$ cat src/rtl/mem_bus_arbiter.sv
// mem_bus_arbiter
// Shares one strobe-style memory/IO slave between two masters (m0 = CPU, m1 = loader/DMA).
// A granted request is registered, issued to the slave as a single one-cycle strobe, the slave
// read latency is waited out, then read data and a one-cycle done pulse go back to the owner.
//
// Ports
//   i_clk, i_rst            clock, synchronous active-high reset
//   i_mN_addr/wdata/wstrb   master N request address, write data, byte write strobes
//   i_mN_rstrb              master N read strobe (request = rstrb | any wstrb, level-sensitive)
//   o_mN_rdata              master N read data, valid with o_mN_done, held until its next read
//   o_mN_done               master N one-cycle completion pulse
//   o_s_addr/o_s_wdata      registered slave address / write data, held while idle
//   o_s_wstrb/o_s_rstrb     slave strobes, high only in the issue cycle
//   i_s_rdata               slave read data, valid RD_LAT cycles after o_s_rstrb
//   o_owner                 current/last granted master (0 = m0, 1 = m1)
module mem_bus_arbiter #(
    parameter int unsigned ADDR_W   = 32,
    parameter int unsigned DATA_W   = 32,
    parameter int unsigned RD_LAT   = 1,
    parameter bit          PRIO_FIX = 1'b0
) (
    input  logic                  i_clk,
    input  logic                  i_rst,
    input  logic [ADDR_W-1:0]     i_m0_addr,
    input  logic [DATA_W-1:0]     i_m0_wdata,
    input  logic [DATA_W/8-1:0]   i_m0_wstrb,
    input  logic                  i_m0_rstrb,
    output logic [DATA_W-1:0]     o_m0_rdata,
    output logic                  o_m0_done,
    input  logic [ADDR_W-1:0]     i_m1_addr,
    input  logic [DATA_W-1:0]     i_m1_wdata,
    input  logic [DATA_W/8-1:0]   i_m1_wstrb,
    input  logic                  i_m1_rstrb,
    output logic [DATA_W-1:0]     o_m1_rdata,
    output logic                  o_m1_done,
    output logic [ADDR_W-1:0]     o_s_addr,
    output logic [DATA_W-1:0]     o_s_wdata,
    output logic [DATA_W/8-1:0]   o_s_wstrb,
    output logic                  o_s_rstrb,
    input  logic [DATA_W-1:0]     i_s_rdata,
    output logic                  o_owner
);

    localparam int unsigned STRB_W = DATA_W / 8;
    localparam int unsigned CNT_W  = (RD_LAT > 1) ? $clog2(RD_LAT) : 1;

    typedef enum logic [1:0] {StIdle, StIssue, StWait, StDone} state_e;

    state_e              r_state;
    logic                r_last;      // last-served master, also drives o_owner
    logic [ADDR_W-1:0]   r_s_addr;
    logic [DATA_W-1:0]   r_s_wdata;
    logic [STRB_W-1:0]   r_s_wstrb;
    logic                r_s_rstrb;
    logic [STRB_W-1:0]   r_wstrb_lat; // latched strobe copies of the granted request
    logic                r_rstrb_lat;
    logic [CNT_W-1:0]    r_cnt;
    logic [DATA_W-1:0]   r_m0_rdata;
    logic [DATA_W-1:0]   r_m1_rdata;
    logic                r_m0_done;
    logic                r_m1_done;

    logic                w_m0_req;
    logic                w_m1_req;
    logic                w_grant;
    logic [ADDR_W-1:0]   w_addr;
    logic [DATA_W-1:0]   w_wdata;
    logic [STRB_W-1:0]   w_wstrb;
    logic                w_rstrb;

    always_comb begin
        w_m0_req = i_m0_rstrb | (|i_m0_wstrb);
        w_m1_req = i_m1_rstrb | (|i_m1_wstrb);
        // Tie: fixed priority to m0, or the master not served last.
        if (w_m0_req && w_m1_req) begin
            w_grant = PRIO_FIX ? 1'b0 : ~r_last;
        end else begin
            w_grant = w_m1_req;
        end
        w_addr  = w_grant ? i_m1_addr  : i_m0_addr;
        w_wdata = w_grant ? i_m1_wdata : i_m0_wdata;
        w_wstrb = w_grant ? i_m1_wstrb : i_m0_wstrb;
        w_rstrb = w_grant ? i_m1_rstrb : i_m0_rstrb;
    end

    always_ff @(posedge i_clk) begin
        if (i_rst) begin
            r_state     <= StIdle;
            r_last      <= 1'b1;
            r_s_addr    <= '0;
            r_s_wdata   <= '0;
            r_s_wstrb   <= '0;
            r_s_rstrb   <= 1'b0;
            r_wstrb_lat <= '0;
            r_rstrb_lat <= 1'b0;
            r_cnt       <= '0;
            r_m0_rdata  <= '0;
            r_m1_rdata  <= '0;
            r_m0_done   <= 1'b0;
            r_m1_done   <= 1'b0;
        end else begin
            // Strobes and done pulses are single-cycle unless set below.
            r_s_wstrb <= '0;
            r_s_rstrb <= 1'b0;
            r_m0_done <= 1'b0;
            r_m1_done <= 1'b0;
            case (r_state)
                StIdle: begin
                    if (w_m0_req || w_m1_req) begin
                        r_last      <= w_grant;
                        r_s_addr    <= w_addr;
                        r_s_wdata   <= w_wdata;
                        r_wstrb_lat <= w_wstrb;
                        r_rstrb_lat <= w_rstrb;
                        // Registered strobes are therefore high exactly in the issue cycle.
                        r_s_wstrb   <= w_wstrb;
                        r_s_rstrb   <= w_rstrb;
                        r_state     <= StIssue;
                    end
                end
                StIssue: begin
                    if (r_rstrb_lat) begin
                        r_cnt   <= CNT_W'(RD_LAT - 1);
                        r_state <= StWait;
                    end else begin
                        r_m0_done <= ~r_last;
                        r_m1_done <= r_last;
                        r_state   <= StDone;
                    end
                end
                StWait: begin
                    if (r_cnt == '0) begin
                        if (r_last) begin
                            r_m1_rdata <= i_s_rdata;
                        end else begin
                            r_m0_rdata <= i_s_rdata;
                        end
                        r_m0_done <= ~r_last;
                        r_m1_done <= r_last;
                        r_state   <= StDone;
                    end else begin
                        r_cnt <= r_cnt - 1'b1;
                    end
                end
                StDone: begin
                    r_wstrb_lat <= '0;
                    r_rstrb_lat <= 1'b0;
                    r_state     <= StIdle;
                end
                default: r_state <= StIdle;
            endcase
        end
    end

    assign o_m0_rdata = r_m0_rdata;
    assign o_m1_rdata = r_m1_rdata;
    assign o_m0_done  = r_m0_done;
    assign o_m1_done  = r_m1_done;
    assign o_s_addr   = r_s_addr;
    assign o_s_wdata  = r_s_wdata;
    assign o_s_wstrb  = r_s_wstrb;
    assign o_s_rstrb  = r_s_rstrb;
    assign o_owner    = r_last;

endmodule
$ cat config.mk
export PLATFORM = sky130hd
export DESIGN_NAME = mem_bus_arbiter
export DESIGN_NICKNAME = d
export VERILOG_FILES = /design/src/rtl/mem_bus_arbiter.sv
export SDC_FILE = /design/constraint.sdc
export NUM_CORES = 1
export LEC_CHECK = 0
export ABC_AREA = 0
export ABC_CLOCK_PERIOD_IN_PS = 5900
export BUFFER_PORTS_ARGS = -buffer_cell sky130_fd_sc_hd__buf_4
export CORE_AREA = 2 2 141 143
export DETAILED_ROUTE_END_ITERATION = 8
export DIE_AREA = 0 0 143 145
export GPL_TIMING_DRIVEN = 0
export HOLD_SLACK_MARGIN = 0.02
export PLACE_DENSITY = 0.59
export SKIP_CTS_REPAIR_TIMING = 1
export SLEW_MARGIN = 40
export SYNTH_ARGS = -nofsm -noshare
export SYNTH_HDL_FRONTEND = slang
export SYNTH_SLANG_ARGS = --single-unit
$ cat constraint.sdc
create_clock -name i_clk -period 5.9 [get_ports i_clk]
set_input_delay 1.18 -clock i_clk [delete_from_list [all_inputs] [get_ports i_clk]]
set_output_delay 1.18 -clock i_clk [all_outputs]
set_load 0.03 [all_outputs]
* After elaboration in Yosys (flattened, before gate mapping)
Index checks and enable logic that the tools add are counted.
** Word-level totals
- Flip-flop bits (word level) :: 140
- Word-level logic and storage cells :: 59
- Bits of input ports :: 172
** Operators by class
- Add/subtract/negate cells :: 1
- Eq/ne operators :: 6
- Reduce and logical (&&, ||, !) cells :: 14
- Muxes and demuxes :: 20
- Bitwise operators :: 6
** Operators by type and width (number)
- two-way mux 32 bit :: 2
- two-way mux 1 bit :: 10
- one-hot mux 1 bit (2 select lines) :: 4
- one-hot mux 2 bit (4 select lines) :: 1
- AND reduction 2 bit :: 4
- OR reduction 4 bit :: 2
- != test 2 bit, second input constant :: 3
- AND reduction 3 bit :: 2
- equality test 2 bit, second input constant :: 2
- two-way mux 2 bit :: 2
- two-way mux 4 bit :: 1
- inverter 1 bit :: 4
- nonzero test 2 bit :: 2
- OR reduction 3 bit :: 1
- equality test 2 x 1 -> 1 bit, second input constant :: 1
- zero test 2 bit :: 1
- OR 1 bit :: 2
- logical AND 1 bit :: 1
- logical OR 1 bit :: 1
- subtractor 1 bit, second input constant :: 1

* Depth between registers and ports, before layout
- Depth after elaboration :: 7
- Mapped depth :: 7

* Worst setup path before layout
No wires, ideal clock.
- Kind :: input to register
- Start point :: input i_m0_wstrb[1]
- End point :: register r_s_addr[0], in the netlist o_s_addr[0]
- Cell stages on the path :: 7
- Slack :: 3.060 ns
- Required time :: 5.753 ns
- Arrival :: 2.693 ns
- Setup time :: 0.147 ns
- Cell sequence :: or4_4 > buf_6 > o41a_4 > buf_8 > buf_2 > nor2_1 > a311oi_2
** On the way
- Word-level cells in the longest chain between the ends :: 5
** Ends and longest elaborated chain
- start, declared :: RTL line 26 : input logic [DATA_W/8-1:0] i_m0_wstrb,
- OR reduction 4 bit * :: RTL line 72 : w_m0_req = i_m0_rstrb | (|i_m0_wstrb);
- OR 1 bit * :: RTL line 72
- logical AND 1 bit :: RTL line 75 : if (w_m0_req && w_m1_req) begin
- two-way mux 1 bit :: RTL line 75
- two-way mux 32 bit :: RTL line 80 : w_addr = w_grant ? i_m1_addr : i_m0_addr;
- end signal, assigned :: RTL line 111 : r_s_addr <= w_addr;
- end, declared :: RTL line 51 : logic [ADDR_W-1:0] r_s_addr;
Mark *: on every way between the ends. The rest lies on a longest branch, timed or not.
A chain may end at the register's enable or synchronous reset.

* Final worst setup path
- Start point :: input i_m1_wstrb[3]
- End point :: register r_s_addr[17], in the netlist o_s_addr[17]
** On the way
- Word-level cells in the longest chain between the ends :: 5
** Ends and longest elaborated chain
- start, declared :: RTL line 32 : input logic [DATA_W/8-1:0] i_m1_wstrb,
- OR reduction 4 bit * :: RTL line 73 : w_m1_req = i_m1_rstrb | (|i_m1_wstrb);
- OR 1 bit * :: RTL line 73
- logical AND 1 bit :: RTL line 75
- two-way mux 1 bit :: RTL line 75
- two-way mux 32 bit :: RTL line 80
Marked as above.

==> metrics <==
largest net degree at the start of global routing 17; vias in the first global route 6339; DIE AREA 20740 um2; Tcrit/Tclk final 0.4791; clock latency on the worst-skew pair 0.42 ns; worst reg-to-reg path cell count 6; crit start category primary input; WL/cell 17.14 um; Cells after Synth 720; slowest cell delay on critical path 0.57 ns; H-tree depth 4; top post-synthesis cells by area dfxtp_1 44%, a311oi_2 15%, nand2_1 8.1%; most frequent cell after synthesis dfxtp_1; Max Freq 353.8 MHz; I/O Pins 308; critical path class primary input to flop; Clk pin slew, worst setup/hold paths 0.07 ns; final hold vios 0; relative slew slack 0.5039; Starting Density 0.3262; Slew @ Worst Pin 0.7442 ns; post-synthesis instance area 6266 um2; crit path max-delay cell type or4_4; clock sink count 139; post-layout minimum cycle time 2.826 ns; FF-to-FF setup slack 3.69 ns; Initial DRC Count 249; # DRC 0; Root Buffer clkbuf_16; Die X 143 um; Setup crit end kind flop; critical path data arrival time 3.10 ns; critical register-to-register path endpoint o_s_addr[9]; Syn Area/Cell 8.703 um2; status finished clean; synth cell count leaders 139 x dfxtp_1, 136 x nand2_1, 70 x nor2_1, 67 x a21oi_1, 64 x nand3_1; clk buf depth 2; R2R Path Start o_owner; Remaining Overflow, GRT 0; hold path endpoint o_m1_rdata[10]; chain of cells forming the critical path buf_4, or4_4, or2_2, clkbuf_1, clkbuf_1, nand3_1, a311oi_2; drt first pass iters 4; Largest delay share family, worst path simple AND/OR/NAND/NOR gates; Final Util 0.4931; Top FF cell, synth dfxtp_1; Hold Path Stages 2; syn_nets 897; hold_sp o_m1_rdata[10]; initial antenna violation count 0; Hold Path Class flop to flop; CTS tree built; post-synthesis register bit count 139; Sequential cell area 2783 um2; Crit path buffers/inverters 3; port buffer count 306; Ys Warns 0; DRT antenna net count 0; EDFF count, synth 0; overall routed net length 22680 um; cell with the most instances on the worst path clkbuf_1; first-pass GRT wire length 34300 um; cts bufs inserted 17; post-DR vias/cell 4.911; max-cap violation count 0; Max FO, Critical Path 10; fin. max-slew vios 0; Netlist cell types 38; setup TNS 0 ns; routability cong. 0.8176; Total GRT Usage 0.2110; final setup vio count 0; Multi-input gate area 3030 um2; post-synth top area cell dfxtp_1; P_leak 3.902 nW; Peak supply drop 0.2944 mV; pwr dens 557.4 nW/um2; ys async rst share 0; detailed placement HPWL 17560 um; CP Data Required Time 6.18 ns; area grow syn2layout 51.16%; RSZ-0062 raised after global routing no; core area 19210 um2; std cell rows 51; fin nets 1222; layout cells sized above 1 0.4064; # diodes 0; Setup Skew 0.009731 ns; sequential-to-total area share from yosys stat 0.4441; Synth top area share 0.4441; Vias 6497; Fill cells 1905; Die Span Y 145 um
==> worst min-delay path, delay by kind of cell (launching register included) <==
family          cells  cell delay (ns)
flops               1             0.31
compound gates      1             0.05
simple gates        1             0.05
==> through the flow <==
stage | cells | total power [W] | hold WS, ns | setup WS (ns) | area, um2
2_1_floorplan | 720 | 0.003325 | 0.4707 | 3.060 | 6266
3_3_place_gp | 1291 | 0.004231 | 0.4424 | 2.620 | 8895
3_5_place_dp | 1291 | 0.004251 | 0.4468 | 2.625 | 8895
4_1_cts | 1323 | 0.005316 | 0.4552 | 3.074 | 9472
5_1_grt | 1323 | 0.005572 | 0.4720 | 2.980 | 9472
6_report | 1323 | 0.005280 | 0.4510 | 3.074 | 9472
==> layout make-up <==
| class | instances | area share |
|---|---|---|
| Buffer | 73 | 0.04584 |
| Clock buffer | 19 | 0.04571 |
| Clock inverter | 13 | 0.01519 |
| Inverter | 5 | 0.001982 |
| Multi-Input combinational cell | 503 | 0.3199 |
| Sequential cell | 139 | 0.2938 |
| Tap cell | 265 | 0.03501 |
| Timing Repair Buffer | 306 | 0.2425 |
==> where the power goes <==
group | internal [W] | leakage (nW) | total, W | switching, W
logic | 0.00108 | 2.48 | 0.00280 | 0.00172
registers | 0.00125 | 1.14 | 0.00142 | 0.000168
clock network | 0.000626 | 0.282 | 0.00106 | 0.000436
==> cell usage in the layout, fill, tap and decap left out, drive strengths merged, types with 2 or more instances in the layout <==
master	count
buf	329
dfxtp	139
nand2	136
o21ai	72
nor2	71
clkbuf	69
a21oi	67
nand3	64
a311oi	63
clkinv	8
inv	7
ha	5
or4	3
a211oi	3
nor2b	3
o21a	2
bufinv	2
==> registers in the layout, summed over array words and instances, names as in the netlist, 2 cells and up <==
name / count
o_s_addr: 32
r_state: 2
o_s_wstrb: 4
o_m1_rdata: 32
o_m0_rdata: 32
o_s_wdata: 32
==> metal layers <==
layer,vias up,share of wire,global-route usage
met4,0,0.030,0.08366
met3,45,0.092,0.07954
li1,3189,-,-
met2,264,0.47,0.3524
met5,-,0,0
met1,2999,0.41,0.2418
==> worst max-delay path by stage <==
stage,startpoint,to,slack (ns),cells after the start
floorplan,i_m0_wstrb[1],o_s_addr[0],3.06,7
global placement,i_m1_wstrb[3],o_s_addr[20],2.62,7
detailed placement,i_m1_wstrb[3],o_s_addr[17],2.62,7
CTS,i_m1_wstrb[3],o_s_addr[17],3.07,7
global route,i_m1_wstrb[3],o_s_addr[25],2.98,7
finish,i_m1_wstrb[3],o_s_addr[17],3.07,7
==> logic make-up (layout without fill, tap and decap cells) <==
group,Yosys count,in the layout,synth area share
mux,1,1,0.001598
flops,139,139,0.4441
buf+inv,78,416,0.07229
compound gates,213,213,0.2806
simple gates,284,284,0.1915
fa+ha+maj,5,5,0.009984
(Power assumes the default switching activity.)
